[config.mk]
export PLATFORM = sky130hd
export DESIGN_NAME = msg_schedule
export DESIGN_NICKNAME = d
export VERILOG_FILES = /design/src/rtl/msg_schedule.sv
export SDC_FILE = /design/constraint.sdc
export NUM_CORES = 2
export LEC_CHECK = 0
export CAP_MARGIN = 20
export CORE_AREA = 2 2 252 254
export CTS_CLUSTER_SIZE = 8
export DETAILED_ROUTE_END_ITERATION = 10
export DIE_AREA = 0 0 254 256
export GPL_TIMING_DRIVEN = 0
export PLACE_DENSITY_LB_ADDON = 0.08
export REMOVE_ABC_BUFFERS = 1
export SLEW_MARGIN = 25
export SYNTH_ARGS = -nofsm -noshare
export SYNTH_HDL_FRONTEND = slang
export SYNTH_SLANG_ARGS = --single-unit
[constraint.sdc]
create_clock -name CLK -period 37.8 [get_ports CLK]
set_input_delay 5.67 -clock CLK [delete_from_list [all_inputs] [get_ports CLK]]
set_output_delay 5.67 -clock CLK [all_outputs]
set_load 0.01 [all_outputs]
[src/rtl/msg_schedule.sv]
// SHA-256 message schedule: loads a 16-word block over MA/MD and
// streams the expanded words W0..W63 over a valid/ready handshake.
module msg_schedule (
    input  logic        CLK,
    input  logic        RST,
    input  logic        START,
    output logic [7:0]  MA,
    input  logic [31:0] MD,
    output logic [31:0] W,
    output logic [5:0]  T,
    output logic        W_VLD,
    input  logic        W_RDY,
    output logic        BUSY,
    output logic        DONE
);

    typedef enum logic [1:0] {
        S_IDLE,
        S_RUN,
        S_FLUSH
    } state_t;

    state_t      r_state;
    state_t      w_next;
    logic [5:0]  r_t;
    logic [3:0]  r_ma;
    logic [31:0] r_win [16];
    logic [31:0] r_w;
    logic [5:0]  r_tout;
    logic        r_vld;
    logic        r_busy;
    logic        r_done;

    logic        w_start;
    logic        w_produce;
    logic        w_xfer;
    logic        w_fin;
    logic [31:0] w_x;
    logic [3:0]  w_ma_nxt;

    function automatic logic [31:0] f_s0(input logic [31:0] x);
        return {x[6:0], x[31:7]} ^ {x[17:0], x[31:18]} ^ (x >> 3);
    endfunction

    function automatic logic [31:0] f_s1(input logic [31:0] x);
        return {x[16:0], x[31:17]} ^ {x[18:0], x[31:19]} ^ (x >> 10);
    endfunction

    assign w_xfer    = r_vld && W_RDY;
    assign w_produce = (r_state == S_RUN) && (!r_vld || W_RDY);
    assign w_start   = (r_state == S_IDLE) && START;
    assign w_fin     = (r_state == S_FLUSH) && w_xfer;

    // New schedule word: message word for the first 16 rounds, expansion after.
    always_comb begin
        w_x = MD;
        if (r_t >= 6'd16) begin
            w_x = f_s1(r_win[14]) + r_win[9] + f_s0(r_win[1]) + r_win[0];
        end
    end

    // Address of the next message word, saturating at the last word.
    always_comb begin
        w_ma_nxt = r_t[3:0] + 4'd1;
        if (r_t >= 6'd15) begin
            w_ma_nxt = 4'd15;
        end
    end

    // State register.
    always_ff @(posedge CLK or posedge RST) begin
        if (RST) begin
            r_state <= S_IDLE;
        end else begin
            r_state <= w_next;
        end
    end

    // Next-state logic.
    always_comb begin
        w_next = r_state;
        unique case (r_state)
            S_IDLE: begin
                if (START) begin
                    w_next = S_RUN;
                end
            end
            S_RUN: begin
                if (w_produce && (r_t == 6'd63)) begin
                    w_next = S_FLUSH;
                end
            end
            S_FLUSH: begin
                if (w_xfer) begin
                    w_next = S_IDLE;
                end
            end
            default: w_next = S_IDLE;
        endcase
    end

    // Round counter, address, sliding window and output register.
    always_ff @(posedge CLK or posedge RST) begin
        if (RST) begin
            r_t    <= '0;
            r_ma   <= '0;
            r_w    <= '0;
            r_tout <= '0;
            r_vld  <= 1'b0;
            r_busy <= 1'b0;
            r_done <= 1'b0;
            for (int i = 0; i < 16; i++) begin
                r_win[i] <= '0;
            end
        end else begin
            r_done <= 1'b0;
            if (w_start) begin
                r_t    <= '0;
                r_ma   <= '0;
                r_busy <= 1'b1;
            end
            if (w_produce) begin
                for (int i = 0; i < 15; i++) begin
                    r_win[i] <= r_win[i+1];
                end
                r_win[15] <= w_x;
                r_w       <= w_x;
                r_tout    <= r_t;
                r_vld     <= 1'b1;
                r_t       <= r_t + 6'd1;
                r_ma      <= w_ma_nxt;
            end
            if (w_fin) begin
                r_vld  <= 1'b0;
                r_done <= 1'b1;
                r_busy <= 1'b0;
            end
        end
    end

    assign MA    = {4'b0000, r_ma};
    assign W     = r_w;
    assign T     = r_tout;
    assign W_VLD = r_vld;
    assign BUSY  = r_busy;
    assign DONE  = r_done;

endmodule

==> out/qor.csv <==
metric,value,unit
status,"finished, final reports clean",
largest net degree at the start of global routing,93,
grt met1 use,28.2,%
Ys Warns,0,
placer congestion estimate,0.871,
CP Capture Type,register,
Synth Area in Simple Gates,22.4,%
Max VDD drop,0.0000430,V
register area,13300,sq um
Critical Path AT,8.44,ns
Synth Flop Type,dfrtp_1,
post-route clock skew,0.0241,ns
cell area after layout,28500,sq um
maximum clock path buffer count,3,
clk slew on worst S/H paths,0.06,ns
Total GRT Usage,19.6,%
Tcrit/Tclk final,20.9,%
DR DRC count,0,
Routed WL per cell,16.7,microns
"Distinct cells, synth",57,
min-delay src,r_win[122],
"top cells by area, synth","dfrtp_1, nand2_1, fa_1, xnor2_1, o21ai_0",
IO buf count,80,
Synth Area per Inst,8.79,sq um
Fillers,6134,
crit path kind,input pin to register,
Pre-Repair DR Iteration Count,5,
CP cell instances,"clkdlybuf4s50_1, nand2b_1, and3b_4, buf_12, buf_16, buf_12, buf_12, and3_1, a21oi_1, nand3_1",
clk_lat worst skew,0.61,ns
TritonCTS buffer count,76,
Setup Buffers After CTS,0,
Worst R2R End,W[25],
initial antenna violation count,0,
worst-margin pin slew,0.643,ns
Hold Crit Class,register to register,
"non-filler cells, final",3666,
RSZ-0062 raised after global routing,false,
R2R cell count,16,
CP max-delay cell,and3b_4,
sw frac,40.0,%
Sum Neg Setup Slack,0,ns
full die area,65000,sq um
CTS tree,built,
Die Span Y,256,microns
Pint,1.43,mW
total grt overflow,0,
Syn Std Cell Area,24800,sq um
Row Count,92,
layout cells sized above 1,5.18,%
met2 GRT Util,29.9,%
clock share of power,25.2,%
FF-to-FF setup slack,32.80,ns
Seq pwr share,32.4,%
Synth top area share,53.9,%
Starting Density,39.7,%
Mapped Cells,2816,
mux cell area share after synthesis,0.0859,%
Tmin final,7.90,ns
XOR/XNOR Fraction of Synth Area,5.13,%
Slew HR,57.1,%
pins over their slew limit,0,
Post-DP Area,26500,sq um
Hold Path End,r_win[154],
sw power,0.956,mW
clock root cell,clkbuf_16,
FF-to-FF Start,r_win[50],
cell with the most instances after synthesis,nand2_1,
Yosys reg bits,533,
worst stage delay on the critical path,0.55,ns
Core ar.,62400,sq um
power density cells,83.7,nW/um^2
most used routing layer,met2,
logic gate share of total power,42.4,%
post-cts resize count,0,
Initial DRC Count,1226,
antenna diode count,0,
vias in the first global route,17300,
cts hold-fix bufs,0,
P&R area growth vs syn,15.3,%
Final Hold Vio Count,0,
max-cap viol count,0,
Critical Path RT,38.34,ns
Post-synth EDFFs,0,
async set-or-reset flop fraction in the synthesized netlist,100,%
global-route wire length before repair,98.6,mm
Clock Sinks,533,
worst-path maximum fanout,60,
vias per inst,4.79,
Yosys top cell by area,dfrtp_1,
die width,254,microns
Leak,14.7,nW
Via Count,17500,
Detailed Place HPWL,42.9,mm
met3 Resource Use GR,3.38,%
# setup viols final,0,
area of the multi-input gates,10000,sq um
CTS H-tree lvls,3,
main combinational cell family by area after synthesis,simple AND/OR/NAND/NOR gates,
Antenna Nets Post-Route,0,
hold depth,2,
"Top cell by count, worst path",buf_12,
I/O pin count,85,
fin util,45.7,%
Fmax achieved,127,MHz
"top cells by count, synth","nand2_1, dfrtp_1, clkbuf_1",
synthesized-area fraction occupied by adder cells,6.63,%
Synth Area in Compound Gates,6.21,%
"Net count, final",2943,
post-synthesis sequential area ratio,53.9,%
Total Routed Length,61.4,mm
dpl cells,3581,
Worst setup SP type,input pin,
-- cell usage in the layout, fill, tap and decap left out, types with 21 or more instances in the layout --
cell type	Yosys	routed
fa_1	62	62
a21oi_1	70	70
inv_1	124	123
dfrtp_1	533	533
ha_1	32	32
buf_6	0	21
nor2_1	39	38
o21ai_0	128	128
nand2_1	1333	1333
clkbuf_16	0	78
clkdlybuf4s50_1	0	80
xnor2_1	85	85
xor2_1	60	60
-- power groups by stage --
stage / Combinational [mW] / Clock (mW) / Sequential [mW]
finish: 1.01 / 0.602 / 0.775
global route: 1.13 / 0.650 / 0.788
CTS: 1.02 / 0.624 / 0.776
detailed placement: 1.01 / 0 / 0.784
global placement: 1.03 / 0 / 0.785
floorplan: 0.708 / 0 / 0.750
-- routing by layer --
metal	vias to the layer above	share of wire (%)
met3	81	4.0
met4	0	2.4
li1	8586	-
met1	8601	48
met5	-	0
met2	276	46
-- flip-flops by register name, indices dropped and copies added, names as in the netlist --
register  flops
T             6
r_state       2
DONE          1
W_VLD         1
r_t           6
r_win       480
r_ma          4
BUSY          1
W            32
-- metrics by stage --
step	hold slack (ns)	power, mW	worst slack, ns
after detailed placement	0.450	1.80	29.25
final	0.446	2.39	29.90
after global placement	0.448	1.81	10.33
after global routing	0.475	2.57	29.72
after CTS	0.448	2.42	29.91
after floorplan	0.439	1.46	17.23
-- area by class of cell --
cell class,instances,area share [%]
clock inverters,4,0.188
clock buffers,81,6.88
inverters,124,1.66
flip-flops and latches,533,46.7
well taps,846,3.71
repair buffers,130,5.66
multi-input cells,1948,35.2
-- worst max-delay path by stage --
stage	start	endpoint	slack, ns	cells past startpoint
6_report	W_RDY	W[9]	29.90	10
5_1_grt	W_RDY	W[9]	29.72	10
4_1_cts	W_RDY	W[9]	29.91	10
3_5_place_dp	W_RDY	W[9]	29.25	10
3_3_place_gp	RST	r_win[348]	10.33	2
2_1_floorplan	RST	BUSY	17.23	1
-- logic make-up (layout without fill, tap and decap cells) --
logic type      Yosys count  after routing
xor+xnor                145            145
buf+inv                 338            339
fa+ha+maj                94             94
compound gates          269            269
other cells               1              4
mux                       2              2
simple gates           1434           1434
flops                   533            533
-- critical path, delay by kind of cell --
kind	cells	cell delay, ns
AO/OA/AOI/OAI	1	0.07
buffers and inverters	5	1.62
AND/OR/NAND/NOR	4	0.98
Note: power is estimated with default switching activity, not from simulation.
==> RTL edit 1, RTL diff (config.mk and constraints unchanged) <==
Reset style: synchronous (`RST`), changed in 2 clocked blocks.
--- a/src/rtl/msg_schedule.sv
+++ b/src/rtl/msg_schedule.sv
@@ -69,5 +69,5 @@
 
     // State register.
-    always_ff @(posedge CLK or posedge RST) begin
+    always_ff @(posedge CLK) begin
         if (RST) begin
             r_state <= S_IDLE;
@@ -101,5 +101,5 @@
 
     // Round counter, address, sliding window and output register.
-    always_ff @(posedge CLK or posedge RST) begin
+    always_ff @(posedge CLK) begin
         if (RST) begin
             r_t    <= '0;
Check against the original RTL: differs if RST is asserted again (counterexample within 4 cycles, from zero or initial values and one cycle with RST high); with RST held inactive, the same outputs for 10 cycles.
==> RTL edit 1 against the unedited design <==
- setup slack got worse by 0.39 ns
- first-iteration DRC count fell by 23%
- critical path depth fell by 3
- area after synthesis rose by 3.1%
- via count fell by 20%
- count of clock-buffer cells in the layout rose by 42
- synthesized cell count fell by 32%
- sequential power fell by 1%
- final area rose by 5.0%
- sequential cell count rose by 32
- total power fell by 17%
- routed wire length fell by 8.8%
==> RTL edit 1: results (changes against the unedited design) <==
[outcome]
status=finished clean  ; unchanged

[grt]
grt_max_degree=113  ; was 93
gr-usage-all-layers_pct=17.56  ; was 19.57%
grt_pass1_wl_um=85080  ; was 98640 um
via_count_of_the_first_global_routing_pass=13773  ; was 17258
antenna_found_initial=5  ; was 0

[finish]
largest_reg_flops=512  ; was 480
final_layout_size_suffix_gt1_share_pct=6.377  ; was 5.177%
top_register=r_win  ; unchanged
post_layout_nonfiller_instances=2917  ; was 3666
layout.nets=2155  ; was 2943

[critical_path]
timing.critical_path.slowest_cell_delay_ns=0.58  ; was 0.55 ns
critPathTopFamily=buffers and inverters  ; unchanged
worstPathMaxFanout=94  ; was 60
slowest_stage_cell_on_the_critical_path=clkdlybuf4s50_1  ; was and3b_4
cp.arrival_ns=8.53  ; was 8.44 ns

[placement]
port_buffers=80  ; unchanged
place_congestion=0.8553  ; was 0.8707
dp.cells=2788  ; was 3581
placement.cell_area_um2=27620  ; was 26530 um2
dp_hpwl_um=37460  ; was 42860 um

[drt]
post_drt_wl_per_cell_um=19.19  ; was 16.74 um
detail_route.vias_per_cell=4.794  ; was 4.786
drt-pass1-iter-count=5  ; unchanged
drt_iter0_markers=939  ; was 1226

[logic_synthesis]
synth_enable_flop_cells=512  ; was 0
syn_inst=1924  ; was 2816
synth.top_cells.by_area=edfxtp_1, and2_1, fa_1  ; was dfrtp_1, nand2_1, fa_1
yosysWarnings=0  ; unchanged
ys_seq_area_share_pct=64.37  ; was 53.86%
synth_async_sr_flop_share_pct=0  ; was 100.0%
synth_top_cells_by_count=edfxtp_1, and2_1, nor2b_1  ; was nand2_1, dfrtp_1, clkbuf_1
post_synth_num_cell_types=60  ; was 57

[sta]
clock_skew_ns=0.02540  ; was 0.02414 ns
timing.max_slew.rel_slack_pct=56.08  ; was 57.07%

[clocking]
max-clock-path-buffers=3  ; unchanged
cts_root_buf=clkbuf_16  ; unchanged
cts_setup_buffers=0  ; unchanged
cts_inserted_buffers=81  ; was 76
clk_pin_slew_ns=0.05
worst_skew_pair.late_latency_ns=0.62
htree_levels=3  ; unchanged
total_of_cells_resized_after_clock_tree_synthesis=0  ; unchanged

[hold_path]
kind_of_path_behind_the_tightest_hold_check=reg -> reg  ; unchanged

[pwr]
worst_ir_drop_vdd_uv=30.40  ; was 42.99 uV
leak_pwr_nw=11.40  ; was 14.66 nW

-- RTL edit 1: path summary, 6_finish.rpt --
kind	startpoint	to	slack [ns]	cells past startpoint
min	T[1]$_SDFFE_PP0P_	T[1]$_SDFFE_PP0P_	0.46	2
max reg2reg	r_win[1][215]$_SDFFCE_PP0P_	r_win[1][245]$_SDFFCE_PP0P_	32.78	13
max	W_RDY	r_win[0][86]$_SDFFCE_PN0P_	29.50	7
min reg2reg	T[1]$_SDFFE_PP0P_	T[1]$_SDFFE_PP0P_	0.46	2
-- RTL edit 1: per-stage QoR --
| step | TNS [ns] | worst slack (ns) |
|---|---|---|
| detailed placement | 0 | 28.77 |
| global route | 0 | 29.27 |
| floorplan | 0 | 20.09 |
| finish | 0 | 29.50 |
| global placement | -2123.75 | -6.776 |
| CTS | 0 | 29.43 |
-- RTL edit 1: logic make-up (layout without fill, tap and decap cells) --
group,after synthesis,in the layout,share of synthesized area [%]
AOI/OAI and AO/OA,183,183,4.788
xor gates and xnor gates,144,144,4.940
adders and majority gates,94,94,6.429
buffers and inverters,231,374,3.465
DFF,565,565,64.37
muxes,12,12,0.4852
other,1,5,0.01469
and+or+nand+nor,694,694,15.51
-- RTL edit 1: area by class of cell --
class | count | area (um2)
repair buffers | 100 | 1306
multi-input cells | 1131 | 8259
fillers | 5645 | 32420
clock buffers | 123 | 2280
flip-flops and latches | 565 | 16440
inverters | 146 | 555.5
diodes | 1 | 2.502
clock inverters | 5 | 71.32
well taps | 846 | 1059
-- RTL edit 1: tightest hold or removal path: stages, from the launching register on --
cell     delay (ns)
dfxtp_1        0.31
nand2_1        0.05
a21oi_1        0.05
-- RTL edit 1: routing by layer --
| layer | part of all wire, % | GRT usage [%] |
|---|---|---|
| met5 | 0 | 0 |
| met4 | 3.2 | 6.634 |
| met3 | 4.0 | 3.183 |
| met2 | 45 | 26.27 |
| met1 | 48 | 25.46 |
-- RTL edit 1: power breakdown --
part	leakage, nW	total, W	switching, W	internal (W)
Combinational	4.37	0.000547	0.000339	0.000208
Sequential	5.91	0.000766	0.0000296	0.000736
Clock	1.13	0.000674	0.000262	0.000412
==> RTL edit 2, RTL diff (config.mk and constraints unchanged) <==
Without the edit above. The 3 states of `state_t` get a one-hot encoding in 3 bits.
--- a/src/rtl/msg_schedule.sv
+++ b/src/rtl/msg_schedule.sv
@@ -15,8 +15,8 @@
 );
 
-    typedef enum logic [1:0] {
-        S_IDLE,
-        S_RUN,
-        S_FLUSH
+    typedef enum logic [2:0] {
+        S_IDLE  = 3'b001,
+        S_RUN   = 3'b010,
+        S_FLUSH = 3'b100
     } state_t;
 
Behaviour: same outputs for any inputs over 10 cycles, from zero or initial values and one cycle with RST high; not proved beyond that.
==> RTL edit 2 against the unedited design <==
- total power up 9.5%
- area after synthesis decreased by 0.64%
- critical endpoint is now r_win[233]$_DFFE_PP0P_
- die area unchanged
- final cell count down 0.65%
- final area grew 0.40%
- count of clock-buffer cells in the layout up 7
- register-to-register slack got worse by 0.08 ns
- critical path depth shrank 1
- setup slack improved by 0.36 ns
- sequential cell count up 1
- routed wire length down 3.6%
- sequential share of layout area shrank 0.096 points
- first-iteration DRC count up 24%
==> RTL edit 2: results (changes against the unedited design) <==
[finish]
final_layout_size_suffix_gt1_share_pct=4.864  ; was 5.177%
clockNetworkAreaShare_pct=7.217  ; was 7.066%
multiInputGateArea_um2=9910  ; was 10040 um2
comb.multi_input.count=1927  ; was 1948
layout.clock_buffers=88  ; was 81
seq_share_pct=46.63  ; was 46.73%
signal_buffer_area_fraction_pct=6.252  ; was 5.659%
antenna-diode-count=0  ; unchanged
layout.cell_area.non_filler_um2=28660  ; was 28540 um2
fillerInstances=6078  ; was 6134
num-nonclk-buffers=118  ; was 130
n_all_inverters=122  ; was 124
layout.nets=2910  ; was 2943

[placement]
dp_hpwl_um=40560  ; was 42860 um
dp.cells=3547  ; was 3581
placement.cell_area_um2=26590  ; was 26530 um2

[logic_synthesis]
postSynthRegisterBits=534  ; was 533
post_synth_num_cell_types=50  ; was 57
postSynthAreaPerCell_um2=8.829  ; was 8.794 um2
ys_seq_area_share_pct=54.31  ; was 53.86%
synth_top_cells_by_count=nand2_1, dfrtp_1, clkbuf_1  ; unchanged
synth.top_cells.by_area=dfrtp_1, nand2_1, fa_1  ; unchanged

[grt]
gr-usage-all-layers_pct=18.99  ; was 19.57%
grt_max_degree=100  ; was 93
grt_pass1_wl_um=95980  ; was 98640 um
via_count_of_the_first_global_routing_pass=16786  ; was 17258

[pwr]
leak_pwr_nw=15.06  ; was 14.66 nW
worst_ir_drop_vdd_uv=51.88  ; was 42.99 uV

[sta]
timing.max_slew.rel_slack_pct=47.04  ; was 57.07%
clock_skew_ns=0.02654  ; was 0.02414 ns
fin_crit_sh_pct=19.96  ; was 20.91%

[critical_path]
critPathCapture=r_win[233]$_DFFE_PP0P_  ; was W[9]$_DFFE_PP0P_
cp.arrival_ns=8.01  ; was 8.44 ns
ff2ff_path_depth=15  ; was 16
slowest_stage_cell_on_the_critical_path=o21ai_4  ; was and3b_4
timing.critical_path.slowest_cell_delay_ns=0.56
worstPathMaxFanout=28  ; was 60
startpoint_of_the_most_critical_register_to_register_path=r_win[53]$_DFFE_PP0P_  ; was r_win[50]$_DFFE_PP0P_

[outcome]
status=finished clean  ; unchanged

[clocking]
cts_inserted_buffers=77  ; was 76
cts_setup_buffers=0  ; unchanged

[drt]
detail_route.vias_per_cell=4.723  ; was 4.786
post_drt_wl_per_cell_um=16.25  ; was 16.74 um

RTL edit 2: logic make-up (layout without fill, tap and decap cells):
| logic type | Yosys count | count (layout) | share of synthesized area (%) |
|---|---|---|---|
| compound gates | 246 | 246 | 5.746 |
| xor+xnor | 145 | 145 | 5.161 |
| fa+ha+maj | 94 | 94 | 6.671 |
| buf+inv | 329 | 335 | 5.568 |
| simple gates | 1435 | 1435 | 22.40 |
| other cells | 1 | 4 | 0.01524 |
| mux | 3 | 3 | 0.1220 |
| flops | 534 | 534 | 54.31 |
RTL edit 2: layer usage:
layer | GRT usage (%) | up-vias | wire, um
met4 | 6.781 | 0 | 1797
met1 | 27.16 | 8318 | 28000
li1 | - | 8494 | -
met2 | 29.20 | 283 | 27200
met5 | 0 | - | 0
met3 | 3.041 | 106 | 2176
RTL edit 2: report_power, final:
part	total (W)	switching (W)	internal, W
clock network	0.000613	0.000243	0.000370
logic	0.00113	0.000692	0.000440
registers	0.000873	0.000128	0.000745
total	0.00262	0.00106	0.00156
